[src/rtl/turnstile_pkg.sv]
// Shared state encoding and elaboration-time helpers for the turnstile lane controller.
package turnstile_pkg;

    localparam int STATE_W = 3;

    typedef enum logic [STATE_W-1:0] {
        ST_IDLE    = 3'd0,
        ST_CHECK   = 3'd1,
        ST_OPEN    = 3'd2,
        ST_DENY    = 3'd3,
        ST_LOCKOUT = 3'd4
    } state_t;

    function automatic int f_max(input int a, input int b);
        return (a > b) ? a : b;
    endfunction

    function automatic int f_clog2(input int v);
        int r;
        r = 0;
        while ((1 << r) < v) begin
            r = r + 1;
        end
        return r;
    endfunction

endpackage

[src/rtl/turnstile_timer.sv]
// Up-counter with synchronous clear, count enable and terminal-count compare.
module turnstile_timer #(
    parameter int W = 4
) (
    input  logic         clk,
    input  logic         rst,
    input  logic         i_clr,
    input  logic         i_en,
    input  logic [W-1:0] i_term,
    output logic         o_tc
);

    logic [W-1:0] r_count;

    always_ff @(posedge clk) begin
        if (rst) begin
            r_count <= '0;
        end else if (i_clr) begin
            r_count <= '0;
        end else if (i_en) begin
            r_count <= r_count + 1'b1;
        end
    end

    assign o_tc = (r_count == i_term);

endmodule

[src/rtl/turnstile_ctrl.sv]
// Turnstile lane controller: code check, timed door/deny/lockout phases, failure counting.
// Optional passage counter enabled by `define TURNSTILE_PASS_COUNT_EN.
module turnstile_ctrl
    import turnstile_pkg::*;
#(
    parameter int CODE_W      = 4,
    parameter int CODE_MIN    = 4,
    parameter int CODE_MAX    = 11,
    parameter int OPEN_CYCLES = 16,
    parameter int DENY_CYCLES = 4,
    parameter int LOCK_CYCLES = 32,
    parameter int MAX_FAILS   = 3,
    parameter int PCNT_W      = 16
) (
    input  logic                           clk,
    input  logic                           rst,
    input  logic                           validate_code,
    input  logic [CODE_W-1:0]              access_code,
    input  logic                           pass_sensor,
    output logic                           open_access_door,
    output logic                           deny_led,
    output logic                           lockout,
    output logic [$clog2(MAX_FAILS+1)-1:0] fail_count,
    output logic [STATE_W-1:0]             state_out
`ifdef TURNSTILE_PASS_COUNT_EN
    ,
    output logic [PCNT_W-1:0]              pass_count
`endif
);

    localparam int FW = $clog2(MAX_FAILS + 1);
    localparam int TW = f_max(1, f_clog2(f_max(f_max(OPEN_CYCLES, DENY_CYCLES), LOCK_CYCLES)));

    localparam logic [CODE_W-1:0] C_MIN   = CODE_W'(CODE_MIN);
    localparam logic [CODE_W-1:0] C_MAX   = CODE_W'(CODE_MAX);
    localparam logic [FW-1:0]     F_LIMIT = FW'(MAX_FAILS);
    localparam logic [TW-1:0]     OPEN_TC = TW'(OPEN_CYCLES - 1);
    localparam logic [TW-1:0]     DENY_TC = TW'(DENY_CYCLES - 1);
    localparam logic [TW-1:0]     LOCK_TC = TW'(LOCK_CYCLES - 1);

    state_t              r_state;
    state_t              w_next;
    logic [CODE_W-1:0]   r_code;
    logic [FW-1:0]       r_fail;
    logic [FW-1:0]       w_fail_inc;
    logic                w_code_ok;
    logic                w_tc;
    logic                w_tmr_en;
    logic                w_tmr_clr;
    logic [TW-1:0]       w_term;

    assign w_code_ok  = (r_code >= C_MIN) && (r_code <= C_MAX);
    assign w_fail_inc = r_fail + 1'b1;

    // Timer restarts from zero whenever the state is about to change.
    assign w_tmr_clr = (w_next != r_state);

    turnstile_timer #(
        .W (TW)
    ) u_timer (
        .clk    (clk),
        .rst    (rst),
        .i_clr  (w_tmr_clr),
        .i_en   (w_tmr_en),
        .i_term (w_term),
        .o_tc   (w_tc)
    );

    always_ff @(posedge clk) begin
        if (rst) begin
            r_state <= ST_IDLE;
        end else begin
            r_state <= w_next;
        end
    end

    always_comb begin
        w_next   = r_state;
        w_tmr_en = 1'b0;
        w_term   = '0;
        case (r_state)
            ST_IDLE: begin
                if (validate_code) begin
                    w_next = ST_CHECK;
                end
            end
            ST_CHECK: begin
                if (w_code_ok) begin
                    w_next = ST_OPEN;
                end else if (w_fail_inc == F_LIMIT) begin
                    w_next = ST_LOCKOUT;
                end else begin
                    w_next = ST_DENY;
                end
            end
            ST_OPEN: begin
                w_tmr_en = 1'b1;
                w_term   = OPEN_TC;
                if (pass_sensor || w_tc) begin
                    w_next = ST_IDLE;
                end
            end
            ST_DENY: begin
                w_tmr_en = 1'b1;
                w_term   = DENY_TC;
                if (w_tc) begin
                    w_next = ST_IDLE;
                end
            end
            ST_LOCKOUT: begin
                w_tmr_en = 1'b1;
                w_term   = LOCK_TC;
                if (w_tc) begin
                    w_next = ST_IDLE;
                end
            end
            default: begin
                w_next = ST_IDLE;
            end
        endcase
    end

    always_ff @(posedge clk) begin
        if (rst) begin
            r_code <= '0;
            r_fail <= '0;
        end else begin
            if ((r_state == ST_IDLE) && validate_code) begin
                r_code <= access_code;
            end
            if (r_state == ST_CHECK) begin
                r_fail <= w_code_ok ? '0 : w_fail_inc;
            end else if ((r_state == ST_LOCKOUT) && w_tc) begin
                r_fail <= '0;
            end
        end
    end

`ifdef TURNSTILE_PASS_COUNT_EN
    logic [PCNT_W-1:0] r_pass;

    // A sensor hit in OPEN always ends the phase, even on the expiry cycle.
    always_ff @(posedge clk) begin
        if (rst) begin
            r_pass <= '0;
        end else if ((r_state == ST_OPEN) && pass_sensor && (r_pass != '1)) begin
            r_pass <= r_pass + 1'b1;
        end
    end

    assign pass_count = r_pass;
`endif

    assign open_access_door = (r_state == ST_OPEN);
    assign deny_led         = (r_state == ST_DENY);
    assign lockout          = (r_state == ST_LOCKOUT);
    assign fail_count       = r_fail;
    assign state_out        = r_state;

endmodule
[config.mk]
export PLATFORM = sky130hd
export DESIGN_NAME = turnstile_ctrl
export DESIGN_NICKNAME = d
export VERILOG_FILES = /design/src/rtl/turnstile_pkg.sv /design/src/rtl/turnstile_timer.sv /design/src/rtl/turnstile_ctrl.sv
export SDC_FILE = /design/constraint.sdc
export NUM_CORES = 1
export LEC_CHECK = 0
export ABC_AREA = 1
export BUFFER_PORTS_ARGS = -buffer_cell sky130_fd_sc_hd__buf_4
export CAP_MARGIN = 10
export CORE_UTILIZATION = 54
export CTS_BUF_LIST = sky130_fd_sc_hd__clkbuf_8
export DETAILED_ROUTE_END_ITERATION = 8
export PLACE_DENSITY = 0.79
export SYNTH_ARGS = -nofsm -noshare
export SYNTH_HDL_FRONTEND = slang
export SYNTH_SLANG_ARGS = --single-unit
export TNS_END_PERCENT = 50
[constraint.sdc]
create_clock -name clk -period 1.6 [get_ports clk]
set_input_delay 0.08 -clock clk [delete_from_list [all_inputs] [get_ports clk]]
set_output_delay 0.08 -clock clk [all_outputs]
set_load 0.005 [all_outputs]
### Yosys cells after proc, flatten, opt, wreduce, memory -nomap -nowiden

Cells that the tools add are included.

| storage, ports and cells | value |
|---|---|
| input bits | 8 |
| output and inout port bits | 8 |
| flip-flop bits (word level) | 14 |
| logic and storage cells | 35 |

| cells by class | value |
|---|---|
| equal/unequal tests | 7 |
| reductions and logical operators | 9 |
| $lt $le $gt $ge | 2 |
| muxes and demuxes | 11 |
| add/sub/neg operators | 2 |

Operators by type and width:

| operator | count |
|---|---|
| 2-to-1 mux 3 bit | 5 |
| one-hot mux 5 bit (3 select lines) | 1 |
| one-hot mux 3 bit (4 select lines) | 1 |
| equality test 3 x 2 -> 1 bit (second input constant) | 2 |
| 2-to-1 mux 2 bit | 3 |
| adder 5 x 1 -> 5 bit (second input constant) | 1 |
| equality test 5 bit | 1 |
| greater-or-equal comparator 4 x 3 -> 1 bit (second input constant) | 1 |
| less-or-equal comparator 4 bit (second input constant) | 1 |
| OR reduction 2 bit | 2 |
| equality test 3 x 1 -> 1 bit (second input constant) | 1 |
| equality test 3 bit (second input constant) | 1 |
| logical AND 1 bit | 3 |
| logical NOT 3 bit | 1 |
| inequality test 3 bit | 1 |
| OR reduction 3 bit | 1 |
| adder 2 x 1 -> 2 bit (second input constant) | 1 |
| equality test 2 bit (second input constant) | 1 |
| nonzero test 2 bit | 1 |
| logical OR 1 bit | 1 |
| 2-to-1 mux 1 bit | 1 |

### Depth between registers and ports, before layout

| depth | value |
|---|---|
| depth after elaboration | 8 |
| mapped depth | 12 |
| gate-level depth less buffers | 12 |

### Modules after synthesis

A second synthesis with hierarchy kept.

| unflattened totals | value |
|---|---|
| cells, all modules | 120 |
| area, all modules | 748.2 µm² |

Modules (own cells, without submodules):

| module | area an instance (µm²) | instances | cells an instance | seq. area each (µm²) |
|---|---|---|---|---|
| turnstile_ctrl | 464.2 | 1 | 74 | 140.1 |
| turnstile_timer | 284.0 | 1 | 46 | 100.1 |

### Worst setup path after synthesis

Ideal clock, no wire load.

| timing | value |
|---|---|
| path kind | register to register |
| start point | register r_state[1], in the netlist state_out[1] |
| end point | register u_timer.r_count[0] |
| buffers on the path | 0 |
| library setup time | 0.113 ns |
| setup slack | 0.153 ns |
| cell stages (with the launch flop) | 13 |
| clock period less this slack | 1.447 ns |
| data arrival time | 1.334 ns |
| data required time | 1.487 ns |
| path through | dfxtp_1 nor2_4 nand2_4 nand2_1 nand2_1 nor2_2 nand3_4 nand2_4 nand3_1 nand2_1 inv_1 nand3_2 nor2_1 |

| between the ends | value |
|---|---|
| word-level cells in the longest chain between the ends | 8 |
| elaborated cells on any way between the ends | 17 |
| those cells by class | eq/ne: 6; mux: 6; reduce/logical: 5 |

Ends and longest elaborated chain:

| item | RTL line | RTL |
|---|---|---|
| start, declared | turnstile_ctrl.sv:41 | `state_t r_state;` |
| start signal, assigned | turnstile_ctrl.sv:73 | `r_state <= w_next;` |
| equality test 3 bit / equality test 3 x 2 -> 1 bit (equally long branches) | turnstile_ctrl.sv:81 | `case (r_state)` |
| one-hot mux 5 bit (3 select lines) | turnstile_ctrl.sv:81 |  |
| equality test 5 bit | turnstile_timer.sv:25 | `assign o_tc = (r_count == i_term);` |
| logical OR 1 bit | turnstile_ctrl.sv:99 | `if (pass_sensor \|\| w_tc) begin` |
| 2-to-1 mux 3 bit | turnstile_ctrl.sv:99 |  |
| one-hot mux 3 bit (4 select lines) | turnstile_ctrl.sv:81 |  |
| inequality test 3 bit | turnstile_ctrl.sv:56 | `assign w_tmr_clr = (w_next != r_state);` |
| OR reduction 2 bit (no line) | - |  |
| end signal, assigned | turnstile_timer.sv:21 | `r_count <= r_count + 1'b1;` |
| end, declared | turnstile_timer.sv:13 | `logic [W-1:0] r_count;` |

Parallel ways exist; a longest one is shown, timed or not.
A chain may end at the register's enable or synchronous reset.

### Worst setup path in the final report

| timing | value |
|---|---|
| start point | register r_state[0], in the netlist state_out[0] |
| end point | register u_timer.r_count[4] |

The elaborated chain is that of the path after synthesis.

==> metrics.cfg <==
[sta]
finalHoldViolCount=0
fmax_mhz=617
holdWs_ps=33.1
period_share_pct=101
setup_viol=5
setup_tns_ps=-45.8
fin_ws_ps=-19.9
tightest_slew_ps=353
rsz0062_at_grt=true
clock_skew_ps=1.45
final_max_slew_viol_count=0
finalCriticalPeriod_ps=1620
relSlewSlack_pct=76.4

[grt]
track_usage_pct=26.3
antenna_found_initial=0
grt_pass1_vias=634
grt_max_degree=8
grt_pass1_wl_microns=2670
grt_overflow=0

[layout]
multi_input_area_sq_um=478
nFillCells=59
area_growth_pct=42.6
fin_area_sq_mm=0.00105
nets=144
drive_above_1_share_pct=43.6
fin_cells=147
regArea_sq_um=249
n_antenna_cell=0

[clock_tree]
cts_buffers=3
path_clk_slew_ps=60
hold_buffers=0
clk_path_buf_depth=2
cts_tree=built
clk_latency_ps=250
cts_root_buf=clkbuf_8
htreeDepth=1
cts.sinks=12

[worst_setup_path]
criticalPathCategory=register to register
crit_path_end=u_timer.r_count[4]
cp-startpoint=state_out[0]
end_kind=register
r2r_setup_slack_ps=-20
r2r_start=state_out[0]
cp.arrival_ps=1760
cp.required_ps=1740
cp_max_fo=7
reg2regPathDepth=12
regToRegEndpoint=u_timer.r_count[4]
cp-start-kind=register

[synth]
synth_area_sq_um=737
ys_warn_count=0
synth_nets=115
synth_seq_cells=12
avgSynthCellArea_sq_um=7.02
yosysSeqAreaShare_pct=32.6
synth.distinct_cells=23
postSynthCellCount=105

[die]
ioPinCount=16
core_area_sq_mm=0.00119
die_area_sq_mm=0.00152
dieWidth_microns=38.9
fp.dieH_microns=38.9
initial_core_util_pct=62.1
rows=12

[outcome]
status=finished, violations left
violations=negative setup slack

[worst_hold_path]
min_from=rst
hold_class=input port to register

[place]
place_ws_ps=21.2
dp.cells=137
dpl-instance-area_sq_um=890
hpwlAfterDp_microns=1150
gp_congestion=0.857
numPortBuffers=13

[power_and_ir_drop]
power_density_mw_per_mm2=889
ir_worst_vdd_uv=706
p_leak_nw=0.529

[routing]
drtPass1Iterations=4
totalWireLength_microns=2200
ant_nets=0
drc_errors=0
vias=835
avgViaCountPerCell=5.68
wl_per_cell_microns=15.0
drt_iter0_markers=49

[flow_run]
cap_violations=0

-- sequential cells by signal (all words and copies together), names as in the netlist --
signal / flops
u_timer.r_count: 5
state_out: 3
fail_count: 2
r_code: 2
-- worst min-delay path by stage --
| stage | to | cells after the start |
|---|---|---|
| 2_1_floorplan | fail_count[1] | 1 |
| 3_3_place_gp | fail_count[1] | 2 |
| 3_5_place_dp | fail_count[1] | 2 |
| 4_1_cts | state_out[2] | 2 |
| 5_1_grt | fail_count[1] | 2 |
| 6_report | fail_count[1] | 2 |
-- where the power goes --
part	switching, mW	internal, mW	leakage, nW
combinational	0.140	0.114	0.401
clock	0.124	0.218	0.0288
sequential	0.0209	0.317	0.0995
-- per-stage QoR --
step                util, %  power (mW)
CTS                    82.0       0.884
detailed placement     75.0       0.530
floorplan                 -       0.461
finish                 88.6       0.934
global route           88.6       0.970
global placement       75.0       0.525
-- Yosys cell counts --
master,count,area [sq um]
nand3_1,5,25.0
nor2_4,1,11.3
nor3_2,1,10.0
xor2_1,1,8.76
ha_1,2,25.0
inv_2,1,3.75
o21ai_0,3,15.0
nor2_1,16,60.1
or2_2,1,6.26
nand4_1,1,6.26
xnor2_1,3,26.3
o21ai_1,1,5.00
inv_1,18,67.6
nand2_4,3,33.8
a21oi_1,5,25.0
o211ai_1,2,15.0
nor2_2,2,12.5
nand3_4,1,17.5
nand3_2,2,20.0
nand2_2,2,12.5
dfxtp_1,12,240
nand3b_1,2,15.0
nand2_1,20,75.1
-- layer usage --
layer  track usage, %  wire length, microns
met1             36.0                   915
met3             5.78                   194
met5                0                     0
met2             37.9                   981
met4             13.8                   110
-- worst max-delay path: stages, from the launching register on --
cell     delay [ps]
dfxtp_4         360
nor2_4          160
nand2_4         110
nand2_2          90
nand2_2          70
nor2_4          140
nand3_4         140
nand2_4         110
nand3_2          70
nand2_2          80
inv_2            50
nand3_4          90
nor2_1           60
-- what timing repair did --
item,in CTS,in global routing
resized for setup,4,17
setup buffers,2,4
pin swaps,6,9
cloned,0,0
endpoints found under the setup margin,5,5
endpoints found under the hold margin,0,0
-- cell usage in the layout, fill, tap and decap left out, drive strengths merged --
master	instances
o21ai	4
dfxtp	12
nor2	19
a21oi	5
ha	2
xor2	1
nand4	1
nand3b	2
o211ai	2
buf	24
nand2	25
clkbuf	4
xnor2	3
inv	19
nor3	1
or2	1
nand3	8
-- cell families (layout without fill, tap and decap cells) --
family	after synthesis	after routing	share of synthesized area, %
flip-flops	12	12	32.6
buffers and inverters	19	47	9.68
AND/OR/NAND/NOR	57	57	41.4
adder cells (fa/ha/maj)	2	2	3.40
AO/OA/AOI/OAI	11	11	8.15
XOR/XNOR	4	4	4.75
-- area by class of cell --
class                           instances  share of cell area [%]
Multi-Input combinational cell         74                    45.5
Sequential cell                        12                    23.7
Timing Repair Buffer                   24                    17.1
Inverter                               19                    6.79
Clock buffer                            4                    5.24
Tap cell                               14                    1.67
Note: power is estimated with default switching activity, not from simulation.
